`config.mk`:
```
export PLATFORM = sky130hd
export DESIGN_NAME = timer_bank
export DESIGN_NICKNAME = d
export VERILOG_FILES = /design/src/rtl/timer_bank.sv
export SDC_FILE = /design/constraint.sdc
export NUM_CORES = 1
export LEC_CHECK = 0
export ABC_AREA = 1
export CAP_MARGIN = 10
export CORE_MARGIN = 2
export CORE_UTILIZATION = 55
export DETAILED_ROUTE_END_ITERATION = 7
export PLACE_DENSITY = 0.74
export SLEW_MARGIN = 20
export SYNTH_ARGS = -nofsm -noshare
export SYNTH_HDL_FRONTEND = slang
export SYNTH_SLANG_ARGS = --single-unit
```
`constraint.sdc`:
```
create_clock -name clk -period 2.53 [get_ports clk]
set_input_delay 0.506 -clock clk [delete_from_list [all_inputs] [get_ports clk]]
set_output_delay 0.506 -clock clk [all_outputs]
set_load 0.05 [all_outputs]
```
`src/rtl/timer_bank.sv`:
```
// timer_bank: bank of independent programmable down-counting dividers that
// share one prescaler. Each channel emits a one-cycle tick every PERIOD
// prescaled steps (period 0 means 2^WIDTH). Channels can be periodic or
// one-shot, are gated by a per-channel enable and report when they are running.
//
// Ports
//   clk        system clock, all state changes on posedge
//   rst        synchronous reset, active-high
//   wr_en      channel configuration write strobe
//   wr_chan    target channel of the write (out-of-range writes are ignored)
//   wr_period  period in steps (0 = 2^WIDTH)
//   wr_oneshot 1 = one-shot, 0 = periodic
//   wr_start   with wr_en: load the counter and mark the channel active
//   en         per-channel count enable
//   tick       registered one-cycle pulse on terminal count
//   active     registered channel-running flag
module timer_bank #(
  parameter int unsigned CHANNELS = 4,
  parameter int unsigned WIDTH    = 11,
  parameter int unsigned PRESCALE = 1,
  localparam int unsigned CW      = (CHANNELS > 1) ? $clog2(CHANNELS) : 1
) (
  input  logic                clk,
  input  logic                rst,
  input  logic                wr_en,
  input  logic [CW-1:0]       wr_chan,
  input  logic [WIDTH-1:0]    wr_period,
  input  logic                wr_oneshot,
  input  logic                wr_start,
  input  logic [CHANNELS-1:0] en,
  output logic [CHANNELS-1:0] tick,
  output logic [CHANNELS-1:0] active
);

  localparam int unsigned PW = (PRESCALE > 1) ? $clog2(PRESCALE) : 1;

  logic [PW-1:0]    pre;
  logic             step;
  logic             wr_valid;
  logic [WIDTH-1:0] period_q [CHANNELS];
  logic [WIDTH-1:0] cnt      [CHANNELS];
  logic [CHANNELS-1:0] oneshot_q;

  assign step     = (pre == PW'(PRESCALE - 1));
  assign wr_valid = wr_en && (32'(wr_chan) < CHANNELS);

  // Shared prescaler, free-running regardless of channel enables.
  always_ff @(posedge clk) begin
    if (rst) begin
      pre <= '0;
    end else if (step) begin
      pre <= '0;
    end else begin
      pre <= pre + PW'(1);
    end
  end

  // Per-channel counters. A write to a channel takes priority over its step,
  // so a step coinciding with a write is dropped (and cannot tick).
  always_ff @(posedge clk) begin
    if (rst) begin
      for (int c = 0; c < CHANNELS; c++) begin
        period_q[c] <= '0;
        cnt[c]      <= '0;
      end
      oneshot_q <= '0;
      active    <= '0;
      tick      <= '0;
    end else begin
      for (int c = 0; c < CHANNELS; c++) begin
        tick[c] <= 1'b0;
        if (wr_valid && (wr_chan == CW'(c))) begin
          period_q[c]  <= wr_period;
          oneshot_q[c] <= wr_oneshot;
          if (wr_start) begin
            cnt[c]    <= wr_period;
            active[c] <= 1'b1;
          end
        end else if (step && active[c] && en[c]) begin
          if (cnt[c] == WIDTH'(1)) begin
            tick[c] <= 1'b1;
            if (oneshot_q[c]) begin
              cnt[c]    <= '0;
              active[c] <= 1'b0;
            end else begin
              cnt[c] <= period_q[c];
            end
          end else begin
            // 0 wraps to all-ones, giving the 2^WIDTH interval for period 0.
            cnt[c] <= cnt[c] - WIDTH'(1);
          end
        end
      end
    end
  end

endmodule

```
Yosys cells after proc, flatten, opt, wreduce, memory -nomap -nowiden

Memories as Yosys holds them, arrays and structs flattened.
Index checks and enable logic that the tools add are counted.

Output and inout bits: 8
Input port bits: 22
Memories: 2
Bits in writable memories: 88
Bits in registers: 13

Memories:

| name     | depth | bits a word | rd ports | clocked after Yosys merged registers in | write ports | line | text |
|---|---|---|---|---|---|---|---|
| cnt      | 4     | 11          | 4        | 0                                       | 4           | 41   | `logic [WIDTH-1:0] cnt [CHANNELS];` |
| period_q | 4     | 11          | 4        | 0                                       | 4           | 40   | `logic [WIDTH-1:0] period_q [CHANNELS];` |

Reductions and logical operators: 34
Muxes and demuxes: 136
Bitwise operators: 25
$add $sub $neg: 5
Equality and inequality tests: 11

Operators with widths:

| kind                                                                   | count |
|---|---|
| 11-bit two-way mux                                                     | 20 |
| 1-bit two-way mux                                                      | 116 |
| 11-bit by 1-bit equality test with 1-bit output, second input constant | 4 |
| 11-bit by 1-bit subtractor with 11-bit output, second input constant   | 4 |
| 2-bit nonzero test                                                     | 12 |
| 1-bit bitwise OR                                                       | 20 |
| 4-bit AND reduction                                                    | 4 |
| 1-bit logical AND                                                      | 12 |
| 3-bit OR reduction                                                     | 4 |
| 2-bit != test, second input constant                                   | 4 |
| 1-bit inverter                                                         | 5 |
| 2-bit equality test, second input constant                             | 2 |
| 2-bit by 1-bit equality test with 1-bit output, second input constant  | 1 |
| 2-bit logical NOT                                                      | 1 |
| 2-bit OR reduction                                                     | 1 |
| 1-bit adder, second input constant                                     | 1 |

Depth between registers and ports, before layout

Gate-level depths: netlist of the first run.

Depth after elaboration: 10
Gate-level depth with buffers: 13
Gate-level depth less buffers: 12

Worst setup path after synthesis of the first run

OpenSTA, ideal clock, no wires.

Path type: reg-to-reg
Start: reg active[2]
End: mem cnt[2][0], enable pin
Cell stages (with the launch flop): 9
Path buffers: 0
Setup time: 0.345 ns
Setup slack: 0.413 ns
Clock period less this slack: 2.117 ns
Required time: 2.185 ns
Arrival time: 1.773 ns
Cells stage by stage: dfxtp_1 nand2_1 nor2_1 inv_1 nor2_8 nand3_1 nand4_2 inv_2 nand2_1

RTL lines:

| element                         | line | text |
|---|---|---|
| start, declared                 | 32   | `output logic [CHANNELS-1:0] active` |
| start signal, assigned          | 67   | `active <= '0;` |
| start signal, assigned by index | 77   | `active[c] <= 1'b1;` |
| start signal, assigned by index | 84   | `active[c] <= 1'b0;` |
| end, declared                   | 41   |  |

==> results.ini, run 1 <==
[worst_setup_path]
setup.worst_path.start_class=flop
worst-r2r-setup-slack_ns=0.30
critical_path.max_fanout=13
timing.critical_path.required_ns=2.67
critPathCaptureType=flop
worstSetupPathType=reg2reg
timing.reg2reg.worst_path_depth=11
regToRegEndpoint=cnt[1][4]
critical_path_at_ns=2.36
reg2reg_from=cnt[1][1]
crit_path_to=cnt[1][4]
crit_path_start=cnt[1][1]

[timing]
timing.clock.skew_ns=0.00943
timing.max_slew.rel_slack_pct=65.4
min_hold_slack_ns=0.509
grt_setup_unrepaired=no
final-max-slew-violation-count=0
fin_crit_share_pct=88.1
hold_viol_final=0
totalNegativeSetupSlack_ns=0
worst_slew_pin_slew_ns=0.517
final.setup.worst_slack_ns=0.301
period_needed_ns=2.23
setup_viol=0
timing.fmax_ghz=0.449

[global_route]
global_route_wire_length_before_repair_um=23200
antenna_violations_before_repair=0
grt_pass1_vias=4842
groute.usage.overall_pct=26.0
gr-total-overflow=0
pin_count_of_the_biggest_net_entering_global_routing=18

[logic_synthesis]
yosysSeqAreaShare_pct=48.1
postSynth.topFlopCell=sky130_fd_sc_hd__edfxtp_1
synth-compound-area-share_pct=5.93
synthArstFlopShare_pct=0
postSynthRegisterBits=101
synthesis.area_per_instance_um2=7.96
number_of_enable_type_register_cells_in_the_synthesized_netlist=88
synth_top_area_share_pct=43.8
yosys-top-cells-area=sky130_fd_sc_hd__edfxtp_1 44%, sky130_fd_sc_hd__nand2_1 12%, sky130_fd_sc_hd__nor2_1 7.4%, sky130_fd_sc_hd__nand3_1 6.1%, sky130_fd_sc_hd__inv_1 5.2%
combinational_family_with_the_most_area_after_synthesis=simple AND/OR/NAND/NOR gates
synthSimpleGateAreaFrac_pct=34.6
synth.net_count=788
synthMuxAreaShare_pct=0
netlist_area_mm2=0.00604
synth_adder_area_share_pct=1.66
yosys_warnings=0
ys_top_cells_by_count=188 x sky130_fd_sc_hd__nand2_1, 119 x sky130_fd_sc_hd__nor2_1, 88 x sky130_fd_sc_hd__edfxtp_1, 84 x sky130_fd_sc_hd__inv_1, 74 x sky130_fd_sc_hd__nand3_1
syn_inst=758
synth.distinct_cells=45
netlist.top_cell.by_area=sky130_fd_sc_hd__edfxtp_1
synth_most_common_cell=sky130_fd_sc_hd__nand2_1
yosys.area_share.xor_xnor_pct=1.74

[clock_tree]
cts.htree.levels=3
tritoncts.num_buffers=9
clock_tree.root_cell=sky130_fd_sc_hd__clkbuf_8
cts_sinks=101
clock_tree.buffer_depth=2
path_clk_slew_ns=0.10
clkLatencyLatePin_ns=0.38
cts.repair_timing.setup_buffer_count=0
cts_tree=yes

[layout]
final_cells=947
multi_input_comb_area_mm2=0.00266
layout-drive-gt1-share_pct=10.8
seqCellArea_mm2=0.00290
nets=832
fill_cells=955
n_antenna_cell=0
flow.area_growth_from_synthesis_pct=12.2

[die]
die_y_um=109
die-width_um=109
io_pins=30
design.die.area_mm2=0.0118
effective_utilization_at_floorplan_pct=55.9
placement_rows=38
placeableCoreArea_mm2=0.0108

[placement]
preCtsSetupSlack_ns=0.0878
place.gp.congestion=0.922
place.detailed.instances=931
numPortBuffers=29
dp.final_hpwl_um=11000

[power]
power_density_mw_per_mm2=486
power_mw=3.30
peakVddDrop_uv=267
power_leakage_nw=2.97

[drt]
detail_route.wl_per_cell_um=15.4
postRouteWirelength_um=14600
vias_per_cell=5.52
detailroute.via_count=5223
drt_pre_antenna_iters=6
dr.first_iter.drc_count=548
drc_errors=0
drtAntennaViolNets=0

[job]
cap_violations=0

[status]
status=finished, final reports clean

[worst_hold_path]
worst_hold_path_type=reg2reg

==> flip-flops by register name, summed over array words and instances, names as in the netlist <==
| signal | cells |
|---|---|
| cnt | 44 |
| period_q | 44 |
| active | 4 |
| oneshot_q | 4 |
| tick | 4 |
| pre | 1 |
==> final cells by class <==
type	instances	share of cell area (%)
sequential	101	42.9
clock buffer	9	1.83
timing repair buffer	51	7.28
tap	140	2.59
multi-input combinational	540	39.2
clock inverter	7	0.720
inverter	99	5.50
==> worst max-delay path: stages (launching register included) <==
cell                       delay [ns]
sky130_fd_sc_hd__edfxtp_1        0.40
sky130_fd_sc_hd__inv_1           0.13
sky130_fd_sc_hd__ha_1            0.17
sky130_fd_sc_hd__inv_1           0.05
sky130_fd_sc_hd__nor2_1          0.07
sky130_fd_sc_hd__nand3_1         0.13
sky130_fd_sc_hd__nor2_4          0.31
sky130_fd_sc_hd__nand2_1         0.31
sky130_fd_sc_hd__nand2_1         0.13
sky130_fd_sc_hd__nand2_1         0.08
sky130_fd_sc_hd__a21oi_1         0.13
sky130_fd_sc_hd__nor2_1          0.06
==> worst min-delay path by stage <==
stage / from / endpoint / slack, ns / cells past startpoint
floorplan: oneshot_q[3] / oneshot_q[3] / 0.48 / 2
global placement: active[3] / active[3] / 0.48 / 2
detailed placement: active[3] / active[3] / 0.49 / 2
CTS: active[2] / active[2] / 0.51 / 2
global route: active[2] / active[2] / 0.53 / 2
finish: active[2] / active[2] / 0.51 / 2
==> report_power, final <==
part,switching (mW),internal (mW),total (mW)
registers,0.0521,1.91,1.96
logic,0.257,0.135,0.392
clock network,0.585,0.361,0.946
total,0.894,2.40,3.30
==> routing by layer <==
layer	global-route usage [%]	vias up	share of wire [%]
met1	34.8	2378	44
met2	42.0	210	47
met3	2.63	45	6.1
met4	13.5	0	3.7
met5	0	-	0
li1	-	2590	-
==> layout by cell type (no fill, tap or decap), types with 2 or more instances in the layout <==
| cell type | n |
|---|---|
| sky130_fd_sc_hd__inv_1 | 84 |
| sky130_fd_sc_hd__clkinv_2 | 4 |
| sky130_fd_sc_hd__o21ai_1 | 6 |
| sky130_fd_sc_hd__o21ai_0 | 11 |
| sky130_fd_sc_hd__nand2_2 | 7 |
| sky130_fd_sc_hd__nand3_2 | 3 |
| sky130_fd_sc_hd__a21o_1 | 2 |
| sky130_fd_sc_hd__nor3_1 | 3 |
| sky130_fd_sc_hd__nor2_2 | 12 |
| sky130_fd_sc_hd__o211ai_1 | 4 |
| sky130_fd_sc_hd__dfxtp_1 | 13 |
| sky130_fd_sc_hd__nand4_1 | 36 |
| sky130_fd_sc_hd__buf_4 | 19 |
| sky130_fd_sc_hd__buf_12 | 3 |
| sky130_fd_sc_hd__clkdlybuf4s50_1 | 29 |
| sky130_fd_sc_hd__a21oi_1 | 26 |
| sky130_fd_sc_hd__edfxtp_1 | 88 |
| sky130_fd_sc_hd__xor2_1 | 8 |
| sky130_fd_sc_hd__o31ai_1 | 2 |
| sky130_fd_sc_hd__clkinv_1 | 2 |
| sky130_fd_sc_hd__nand3_4 | 2 |
| sky130_fd_sc_hd__ha_1 | 8 |
| sky130_fd_sc_hd__nor2_1 | 119 |
| sky130_fd_sc_hd__nand2_1 | 188 |
| sky130_fd_sc_hd__o21bai_1 | 5 |
| sky130_fd_sc_hd__nor2_4 | 5 |
| sky130_fd_sc_hd__a22oi_1 | 2 |
| sky130_fd_sc_hd__xnor2_1 | 4 |
| sky130_fd_sc_hd__clkbuf_8 | 9 |
| sky130_fd_sc_hd__nand3_1 | 74 |
| sky130_fd_sc_hd__inv_6 | 2 |
| sky130_fd_sc_hd__inv_2 | 12 |
==> through the flow <==
stage	cell area (um2)	utilization, %
after floorplan	6040	-
after global placement	6600	61.1
after detailed placement	6600	61.1
after CTS	6770	62.7
after global routing	6770	62.8
final	6770	62.8
==> what timing repair did <==
action	4_1_cts	5_1_grt
setup endpoints to repair	0	11
resized for setup	0	1
hold buffers	0	0
==> cells by family after synthesis <==
group           Yosys count
simple gates            457
buf+inv                 117
flops                   101
compound gates           62
xor+xnor                 12
fa+ha+maj                 8
other cells               1
Power figures use the tool's default switching activity.
==> run 2: changes to the inputs <==
==> constraint.sdc (replaced) <==
create_clock -name clk -period 2.53 [get_ports clk]
set_input_delay 0.253 -clock clk [delete_from_list [all_inputs] [get_ports clk]]
set_output_delay 0.253 -clock clk [all_outputs]
set_load 0.05 [all_outputs]
==> results.ini, run 2 (synthesized netlist as in run 1, its figures left out) <==
[drt]
dr.first_iter.drc_count=519  ; -5.3%
detail_route.wl_per_cell_um=15.4  ; -0.36%
drt_pre_antenna_iters=5  ; -1
vias_per_cell=5.51  ; about the same
drtAntennaViolNets=0  ; unchanged
drc_errors=0  ; unchanged
postRouteWirelength_um=14500  ; -0.89%
detailroute.via_count=5191  ; -0.61%

[clock_tree]
clock_tree.buffer_depth=2  ; unchanged
clkLatencyLatePin_ns=0.37  ; about the same
tritoncts.num_buffers=9  ; unchanged
path_clk_slew_ns=0.09  ; about the same
clock_tree.root_cell=sky130_fd_sc_hd__clkbuf_8
cts_resized=0  ; unchanged
cts_hold_repair.buffers=0  ; unchanged
cts.repair_timing.setup_buffer_count=0  ; unchanged
cts_tree=yes
cts.htree.levels=3  ; unchanged
cts_sinks=101  ; unchanged

[timing]
setup_viol=0  ; unchanged
timing.clock.skew_ns=0.00833  ; -0.00109 ns
worst_slew_pin_slew_ns=0.510  ; -0.00719 ns
totalNegativeSetupSlack_ns=0  ; unchanged
final-max-slew-violation-count=0  ; unchanged
period_needed_ns=2.27  ; +0.0430 ns
fin_crit_share_pct=89.8  ; +1.7 points
hold_viol_final=0  ; unchanged
timing.max_slew.rel_slack_pct=65.9  ; +0.48 points
grt_setup_unrepaired=no
timing.fmax_ghz=0.440  ; -1.9%

[global_route]
grt_pass1_vias=4843  ; +0.021%
groute.usage.overall_pct=25.8  ; -0.22 points
pin_count_of_the_biggest_net_entering_global_routing=21  ; +3
antenna_violations_before_repair=0  ; unchanged
gr-total-overflow=0  ; unchanged
global_route_wire_length_before_repair_um=23100  ; -0.57%

[layout]
most_common_library_cell_in_the_layout_ignoring_fill_and_taps=sky130_fd_sc_hd__nand2_1
n_antenna_cell=0  ; unchanged
largestRegisters=cnt (44), period_q (44)
layout-drive-gt1-share_pct=10.3  ; -0.43 points
flow.area_growth_from_synthesis_pct=11.7
final_util_pct=62.5  ; -0.31 points
most-common-layout-cells=186 x sky130_fd_sc_hd__nand2_1, 119 x sky130_fd_sc_hd__nor2_1, 88 x sky130_fd_sc_hd__edfxtp_1
final_cells=942  ; -0.53%
nets=827  ; -0.60%

[status]
status=finished, final reports clean

[worst_setup_path]
reg2reg_from=cnt[1][1]
worstSetupPathType=reg2reg
critical_path_at_ns=2.30  ; -0.06 ns
critPathCaptureType=flop
setup.worst_path.start_class=flop
crit_path_start=cnt[1][1]
critical_path.max_fanout=13  ; unchanged
timing.critical_path.required_ns=2.55  ; -0.12 ns

[power]
peakVddDrop_uv=335  ; +25%
power_density_mw_per_mm2=511  ; +5.0%
power_leakage_nw=2.95  ; -0.74%
power_mw=3.44  ; +4.5%

[die]
design.die.area_mm2=0.0118  ; unchanged
effective_utilization_at_floorplan_pct=55.9  ; unchanged
die_y_um=109  ; unchanged
placement_rows=38  ; unchanged
placeableCoreArea_mm2=0.0108  ; unchanged
die-width_um=109  ; unchanged
io_pins=30  ; unchanged

[worst_hold_path]
worst_hold_path_type=reg2reg
worst_hold_startpoint=active[0]

[job]
cap_violations=0  ; unchanged

[placement]
dp.final_hpwl_um=10900  ; -0.56%
place.gp.congestion=0.948  ; +2.8%
place.detailed.instances=926  ; -0.54%
numPortBuffers=29  ; unchanged

## run 2: cell types whose count changed in the layout (fill, tap and decap cells not counted), sizes merged
cell | before | now
buf | 22 | 17
bufinv | 0 | 2
inv | 98 | 96
## run 2: through the flow
stage	worst slack [ns]	instance area, um2	hold slack [ns]
floorplan	0.413	6040	0.367
finish	0.258	6740	0.506
CTS	0.206	6740	0.508
global route	0.0442	6740	0.529
global placement	0.0891	6520	0.483
detailed placement	0.0377	6520	0.488
## run 2: worst paths after layout
path | endpoint | slack [ns] | depth (start not counted)
worst max-delay path | cnt[1][0] | 0.26 | 10
worst min-delay path | active[0] | 0.51 | 2
worst max register to register | cnt[1][0] | 0.26 | 10
worst min register to register | active[0] | 0.51 | 2
## run 2: where the power goes
part           switching [mW]  total [mW]  internal [mW]
clock network           0.556        1.11          0.552
registers              0.0537        1.96           1.91
logic                   0.253       0.375          0.122
total                   0.863        3.44           2.58
## run 2: routing by layer
metal / routed length (um) / share of wire [%] / vias to the layer above / GRT usage (%)
met2: 6880 / 47 / 174 / 43.7
met3: 809 / 5.6 / 34 / 3.83
li1: - / - / 2578 / -
met5: 0 / 0 / - / 0
met4: 376 / 2.6 / 0 / 8.88
met1: 6430 / 44 / 2405 / 33.8
## run 2: critical path: stages (launching register included)
cell and delay (ns):
sky130_fd_sc_hd__edfxtp_1 0.40, sky130_fd_sc_hd__inv_1 0.14, sky130_fd_sc_hd__ha_1 0.17, sky130_fd_sc_hd__inv_1 0.06
sky130_fd_sc_hd__nor2_1 0.08, sky130_fd_sc_hd__nand3_1 0.13, sky130_fd_sc_hd__nor2_4 0.31, sky130_fd_sc_hd__a21boi_1 0.14
sky130_fd_sc_hd__nand3_1 0.15, sky130_fd_sc_hd__inv_2 0.05, sky130_fd_sc_hd__nand2_1 0.31
## run 2: cell type report
type                       instances  area [um2]
multi-input combinational        540        2660
inverter                          99         373
clock buffer                       9         124
tap                              140         175
timing repair buffer              46         418
sequential                       101        2900
clock inverter                     7        90.1
fill                             949        4050
